==> src/rtl/synth_param_ctrl.sv <==
// Live synth settings: saturating per-parameter steps with held-key auto-repeat,
// a wrapping parameter selector and an independent saturating octave counter.
module synth_param_ctrl #(
  parameter int unsigned STEP         = 8388608,
  parameter int unsigned MAX_VAL      = 1073741824,
  parameter int unsigned OCT_MAX      = 7,
  parameter int unsigned REPEAT_DELAY = 25000000,
  parameter int unsigned REPEAT_RATE  = 5000000
) (
  input  logic        clk,
  input  logic        reset,
  input  logic        inc_req,
  input  logic        dec_req,
  input  logic        sel_next,
  input  logic        oct_inc,
  input  logic        oct_dec,
  output logic [2:0]  sel,
  output logic [2:0]  octave,
  output logic [30:0] amplitude,
  output logic [30:0] attack,
  output logic [30:0] decay,
  output logic [30:0] sustain,
  output logic [30:0] rel,
  output logic        repeating
);

  localparam int unsigned PW    = 31;
  localparam int unsigned SW    = 3;
  localparam int unsigned CNT_W = 25;
  localparam int unsigned NPRM  = 5;
  localparam logic [PW-1:0] MAXV = PW'(MAX_VAL);

  typedef enum logic [1:0] {IDLE, DLY, RPT} state_e;

  state_e            state_q, state_d;
  logic [CNT_W-1:0]  cnt_q, cnt_d;
  logic              dir_up_q, dir_up_d;
  logic [SW-1:0]     sel_q, sel_d;
  logic [SW-1:0]     octave_q, octave_d;
  logic              repeating_q, repeating_d;
  logic [PW-1:0]     prm_q [NPRM];
  logic [PW-1:0]     prm_d [NPRM];
  logic              dir, do_step;
  logic [CNT_W-1:0]  lim;

  // Saturating step, computed in 32 bits so neither direction can wrap
  function automatic logic [PW-1:0] step_val(input logic [PW-1:0] p, input logic up);
    logic [31:0] sum;
    sum = 32'(p) + 32'(STEP);
    if (up) step_val = (sum > 32'(MAX_VAL)) ? MAXV : PW'(sum);
    else    step_val = (32'(p) < 32'(STEP)) ? '0 : PW'(32'(p) - 32'(STEP));
  endfunction

  always_comb begin
    state_d  = state_q;
    cnt_d    = cnt_q;
    dir_up_d = dir_up_q;
    sel_d    = sel_q;
    octave_d = octave_q;
    prm_d    = prm_q;
    do_step  = 1'b0;
    dir      = inc_req ^ dec_req;
    lim      = (state_q == DLY) ? CNT_W'(REPEAT_DELAY - 1) : CNT_W'(REPEAT_RATE - 1);

    case (state_q)
      IDLE: begin
        if (sel_next) sel_d = (sel_q == SW'(NPRM - 1)) ? '0 : sel_q + SW'(1);
        if (dir) begin
          do_step  = 1'b1;
          cnt_d    = '0;
          dir_up_d = inc_req;
          state_d  = DLY;
        end
      end
      DLY, RPT: begin
        // Release or direction flip drops back to IDLE; a flip re-presses next cycle
        if (!dir || (inc_req != dir_up_q)) begin
          state_d = IDLE;
        end else if (cnt_q == lim) begin
          do_step = 1'b1;
          cnt_d   = '0;
          state_d = RPT;
        end else begin
          cnt_d = cnt_q + CNT_W'(1);
        end
      end
      default: state_d = IDLE;
    endcase

    // Step uses the pre-advance selector
    for (int i = 0; i < int'(NPRM); i++) begin
      if (do_step && (sel_q == SW'(i))) prm_d[i] = step_val(prm_q[i], dir_up_d);
    end

    if (oct_inc && !oct_dec && (octave_q < SW'(OCT_MAX))) octave_d = octave_q + SW'(1);
    if (oct_dec && !oct_inc && (octave_q != '0))          octave_d = octave_q - SW'(1);

    repeating_d = (state_d == RPT);
  end

  always_ff @(posedge clk) begin
    if (!reset) begin
      state_q     <= IDLE;
      cnt_q       <= '0;
      dir_up_q    <= 1'b0;
      sel_q       <= '0;
      octave_q    <= SW'(4);
      repeating_q <= 1'b0;
      prm_q       <= '{MAXV, MAXV, '0, MAXV, MAXV};
    end else begin
      state_q     <= state_d;
      cnt_q       <= cnt_d;
      dir_up_q    <= dir_up_d;
      sel_q       <= sel_d;
      octave_q    <= octave_d;
      repeating_q <= repeating_d;
      prm_q       <= prm_d;
    end
  end

  assign sel       = sel_q;
  assign octave    = octave_q;
  assign amplitude = prm_q[0];
  assign attack    = prm_q[1];
  assign decay     = prm_q[2];
  assign sustain   = prm_q[3];
  assign rel       = prm_q[4];
  assign repeating = repeating_q;

endmodule

==> config.mk <==
export PLATFORM = sky130hd
export DESIGN_NAME = synth_param_ctrl
export DESIGN_NICKNAME = d
export VERILOG_FILES = /design/src/rtl/synth_param_ctrl.sv
export SDC_FILE = /design/constraint.sdc
export NUM_CORES = 1
export LEC_CHECK = 0
export BUFFER_PORTS_ARGS = -buffer_cell sky130_fd_sc_hd__buf_2
export CAP_MARGIN = 10
export CORE_UTILIZATION = 45
export CTS_CLUSTER_DIAMETER = 60
export DETAILED_ROUTE_END_ITERATION = 7
export PLACE_DENSITY = 0.78
export SLEW_MARGIN = 20
export SYNTH_ARGS = -nofsm -noshare
export SYNTH_HDL_FRONTEND = slang
export SYNTH_SLANG_ARGS = --single-unit
==> constraint.sdc <==
create_clock -name clk -period 5.05 [get_ports clk]
set_input_delay 0 -clock clk [delete_from_list [all_inputs] [get_ports clk]]
set_output_delay 0 -clock clk [all_outputs]
set_load 0.005 [all_outputs]
[After elaboration in Yosys (flattened, before gate mapping)]
Cells that the tools add are included.
Word-level totals
  flip-flop bits (word level): 190
  output and inout port bits: 162
  word-level logic and storage cells: 102
Cells by class
  add/sub/neg operators: 14
  order comparisons: 11
  equality and inequality tests: 11
  mux-type cells: 33
  bitwise logic cells: 1
  reductions and logical operators: 21
Operators by type and width (count)
  $mux W31: 15
  $add A31 B24 Y32 const B: 5
  $gt A32 B31 Y1 const B: 5
  $lt A31 B24 Y1 const B: 5
  $sub A31 B24 Y31 const B: 5
  $mux W25: 4
  $pmux W25 S2: 1
  $add A25 B1 Y25 const B: 1
  $eq A25 B25 Y1: 1
  $logic_and A1 B1 Y1: 9
  $mux W3: 3
  $add A3 B1 Y3 const B: 2
  $eq A3 B2 Y1 const B: 2
  $mux W2: 3
  $mux W1: 5
  $eq A2 B2 Y1 const B: 2
  $ne A2 B2 Y1 const B: 2
  $pmux W2 S2: 1
  $reduce_bool A2 Y1: 2
  $eq A3 B1 Y1 const B: 1
  $eq A3 B3 Y1 const B: 1
  $logic_not A1 Y1: 3
  $logic_not A3 Y1: 1
  $lt A3 B3 Y1 const B: 1
  other kinds (11): 11

[Logic depth before layout (Yosys ltp)]
  depth in word-level cells: 7
  mapped depth: 12

[Least setup slack after synthesis]
No wires, ideal clock.
  path type: register to register
  start point: register prm_q, in the netlist decay[23]
  end point: register prm_q, in the netlist decay[24]
  library setup time: 0.070 ns
  data arrival time: 2.215 ns
  required time: 4.980 ns
  slack: 2.765 ns
  cell stages (with the launch flop): 10
  period minus slack after synthesis: 2.285 ns
  cell sequence: dfxtp_1 -> ha_1 -> buf_6 -> xor2_1 -> or4_4 -> a2111oi_4 -> nand2_2 -> a221oi_2 -> mux2i_1 -> a21oi_1
On the way
  cells in the longest elaborated chain, start to end: 4
RTL lines
  from (decl): RTL line 41  | logic [PW-1:0] prm_q [NPRM];
  from (signal assigned): RTL line 109  | prm_q <= '{MAXV, MAXV, '0, MAXV, MAXV};
  from (signal assigned): RTL line 117  | prm_q <= prm_d;
  $add A31 B24 Y32: RTL line 49  | sum = 32'(p) + 32'(STEP);
  $gt A32 B31 Y1: RTL line 50  | if (up) step_val = (sum > 32'(MAX_VAL)) ? MAXV : PW'(sum);
  $mux W31: RTL line 50
  $mux W31 *: RTL line 50
Mark *: on every way between the ends. The rest lies on a longest branch, timed or not.
A chain may end at the register's enable or synchronous reset.

[Worst setup path in the final report]
  start point: register state_q[1]
  end point: register prm_q, in the netlist sustain[23]
On the way
  cells in the longest elaborated chain, start to end: 7
RTL lines
  from (decl): RTL line 35  | state_e state_q, state_d;
  from (signal assigned): RTL line 111  | state_q <= state_d;
  $eq A2 B1 Y1: RTL line 63, 65
  $mux W25: RTL line 63  | lim = (state_q == DLY) ? CNT_W'(REPEAT_DELAY - 1) : CNT_W'(REPEAT_RATE - 1);
  $eq A25 B25 Y1: RTL line 79  | end else if (cnt_q == lim) begin
  $mux W1: RTL line 79
  $mux W1: RTL line 77  | if (!dir || (inc_req != dir_up_q)) begin
  $pmux W1 S2: RTL line 65  | case (state_q)
  $logic_and A1 B1 Y1: RTL line 92  | if (do_step && (sel_q == SW'(i))) prm_d[i] = step_val(prm_q[i], dir_up_d);
Several ways; a longest one is shown, not always the timed one.

==> impl_metrics.env <==
export IMPL_dieArea_sq_um=15300
export IMPL_yosys_warnings=0
export IMPL_grt_pass1_wl_mm=24.4
export IMPL_gp_congestion=0.900
export IMPL_vdd_drop_max_mv=0.184
export IMPL_maxSlewHeadroom_pct=31.7
export IMPL_synth_seq_area_share_pct=22.5
export IMPL_fin_nets=940
export IMPL_die_h_microns=124
export IMPL_syn_inst=899
export IMPL_drtAntennaViolNets=0
export IMPL_busiest_layer="met2"
export IMPL_rsz0062_at_grt="false"
export IMPL_drtIter0Drc=573
export IMPL_critPathCaptureType="register"
export IMPL_arrival_ns=2.95
export IMPL_antenna_found_initial=2
export IMPL_comb_power_share_pct=23.1
export IMPL_swShare_pct=32.0
export IMPL_fillers=1477
export IMPL_maxCapViolations=0
export IMPL_avgSynthCellArea_sq_um=7.41
export IMPL_grt_pass1_vias=5121
export IMPL_finClkSkew_ns=0.00497
export IMPL_clockBufferDepth=2
export IMPL_port_buffers=53
export IMPL_yosys_cell_types_count=83
export IMPL_setup_tns_ns=0
export IMPL_start_util_pct=46.0
export IMPL_pwr_share_clk_pct=35.2
export IMPL_synthFlopType="dfxtp_1"
export IMPL_p_total_mw=1.60
export IMPL_hold_viol=0
export IMPL_post_cts_setup_buffers=0
export IMPL_rr_worst_depth=9
export IMPL_async_flop_share_pct=0
export IMPL_final_cells=1103
export IMPL_dp_cells=1085
export IMPL_start_kind="register"
export IMPL_net_switching_power_mw=0.513
export IMPL_drt_vias_per_instance=5.52
export IMPL_synth_seq_cells=75
export IMPL_post_cts_resized=0
export IMPL_cts_root_buf="clkbuf_16"
export IMPL_die_x_microns=124
export IMPL_core_sq_um=14500
export IMPL_multi_input_area_sq_um=4330
export IMPL_holdBufCountCts=1
export IMPL_grt_met1_usage_pct=24.4
export IMPL_rows=44
export IMPL_grt_usage_pct=19.7
export IMPL_io_pins=169
export IMPL_remaining_drc_errors=0
export IMPL_worstSetupPathType="reg2reg"
export IMPL_min_path_type="in2reg"
export IMPL_cts_sinks=75
export IMPL_fin_crit_ns=2.68
export IMPL_period_share_pct=53.1
export IMPL_place_area_sq_um=6470
export IMPL_syn_cell_area_sq_um=6660
export IMPL_fin_util_pct=46.5
export IMPL_crit_required_ns=5.32
export IMPL_cts_buffers_inserted=9
export IMPL_grt_use_met3_pct=5.08
export IMPL_area_delta_synth_final_pct=1.13
export IMPL_drv_slew=0
export IMPL_power_density_nw_per_um2=238
export IMPL_path_max_fanout=11
export IMPL_grt_max_degree=29
export IMPL_status="finished clean"
export IMPL_p_leak_nw=2.78
export IMPL_vias=6093
export IMPL_gr_usage_met2_pct=33.8
export IMPL_routed_wl_mm=15.0
export IMPL_fmax_mhz=373
export IMPL_drive_above_1_share_pct=9.69
export IMPL_clk_pin_slew_ns=0.06
export IMPL_wl_per_cell_microns=13.6
export IMPL_p_int_mw=1.09
export IMPL_htree_levels=3
export IMPL_tightest_slew_ns=1.01
export IMPL_grt_overflow=0
export IMPL_setup_viol=0
export IMPL_seq_area_sq_um=1500
export IMPL_synth_edf_count=0
export IMPL_first_pass_iters=7
export IMPL_p_seq_share_pct=41.7
export IMPL_clock_latency_ns=0.33
export IMPL_cts_tree="yes"
export IMPL_dp_hpwl_mm=10.7
export IMPL_final_area_sq_um=6740
export IMPL_hold_depth=4
-- through the flow --
step | hold slack, ns | worst slack (ns)
finish | 0.0774 | 2.37
global route | 0.0884 | 1.96
CTS | 0.0582 | 2.35
detailed placement | 0.328 | 2.39
global placement | 0.318 | 2.50
floorplan | 0.154 | 2.77
-- layout by cell type (no fill, tap or decap), types with 14 or more instances in the layout --
master    count
conb_1      115
a21oi_1      59
ha_1         19
and3_1       17
buf_2        53
nor3_1       30
xor2_1       24
inv_1        28
nand3_1      41
dfxtp_1      75
nor2_1       91
a211oi_1     14
or3_1        21
nand2_1      67
o21ai_0      40
-- synth_stat cells, types with 7 or more instances --
| master | number | share of area (%) |
|---|---|---|
| clkbuf_1 | 36 | 2.0 |
| a21oi_1 | 59 | 4.4 |
| nand4_1 | 13 | 1.2 |
| inv_1 | 28 | 1.6 |
| and3_1 | 17 | 1.6 |
| nor2b_1 | 10 | 0.94 |
| o21ai_0 | 41 | 3.1 |
| or3_1 | 21 | 2.0 |
| mux2i_1 | 9 | 1.4 |
| nand2_1 | 67 | 3.8 |
| nor2_1 | 91 | 5.1 |
| and2_1 | 7 | 0.66 |
| nor4_1 | 10 | 0.94 |
| a31oi_1 | 11 | 1.0 |
| a211oi_1 | 14 | 1.6 |
| buf_4 | 117 | 13 |
| o22ai_1 | 7 | 0.66 |
| xor2_1 | 24 | 3.2 |
| nor3_1 | 30 | 2.3 |
| o21a_1 | 7 | 0.79 |
| ha_1 | 19 | 3.6 |
| o31ai_1 | 7 | 0.79 |
| o211ai_1 | 11 | 1.2 |
| nand3_1 | 41 | 3.1 |
| xnor2_1 | 13 | 1.7 |
| dfxtp_1 | 75 | 23 |
-- registers in the layout (all words and copies together), names as in the netlist --
signal,cells
cnt_q,25
amplitude,8
attack,8
decay,8
rel,8
sustain,8
octave,3
sel,3
state_q,2
dir_up_q,1
repeating,1
-- worst max-delay path, cell delays in order, from the launching register on --
cell and delay (ns):
dfxtp_1 0.34, inv_1 0.06, ha_1 0.22, nor2_1 0.09, nor4bb_1 0.37, o2111a_1 0.45
o21ai_0 0.42, a2111oi_0 0.48, a21oi_1 0.07, nor2_1 0.12
-- power groups by stage --
stage,Clock [mW],Sequential (mW),Combinational [mW]
global placement,0,0.678,0.359
CTS,0.575,0.666,0.366
global route,0.597,0.673,0.426
floorplan,0,0.650,0.379
detailed placement,0,0.679,0.364
finish,0.564,0.667,0.370
-- final cells by class --
cell class | count | share of cell area [%]
Inverter | 28 | 1.56
Multi-Input combinational cell | 740 | 64.3
Antenna cell | 1 | 0.0371
Sequential cell | 75 | 22.3
Clock inverter | 3 | 0.223
Timing Repair Buffer | 59 | 4.64
Clock buffer | 13 | 3.57
Tap cell | 184 | 3.42
-- cells by family after synthesis --
group / synth area share (%)
muxes: 1.69
buffers and inverters: 18.9
and+or+nand+nor: 26.4
DFF: 22.5
other: 0.0563
AOI/OAI and AO/OA: 21.6
adders and majority gates: 3.87
xor gates and xnor gates: 4.86
-- path summary, 6_finish.rpt --
kind | from | to | slack (ns)
setup / recovery | state_q[1] | sustain[23] | 2.37
hold / removal | oct_dec | octave[1] | 0.08
setup reg to reg | state_q[1] | sustain[23] | 2.37
hold reg to reg | cnt_q[1] | cnt_q[1] | 0.49
-- per-layer routing --
layer / up-vias / part of all wire (%)
met3: 20 / 5.8
li1: 3007 / -
met1: 2886 / 45
met4: 2 / 1.2
met5: - / 0.087
met2: 178 / 48
Note: power is estimated with default switching activity, not from simulation.
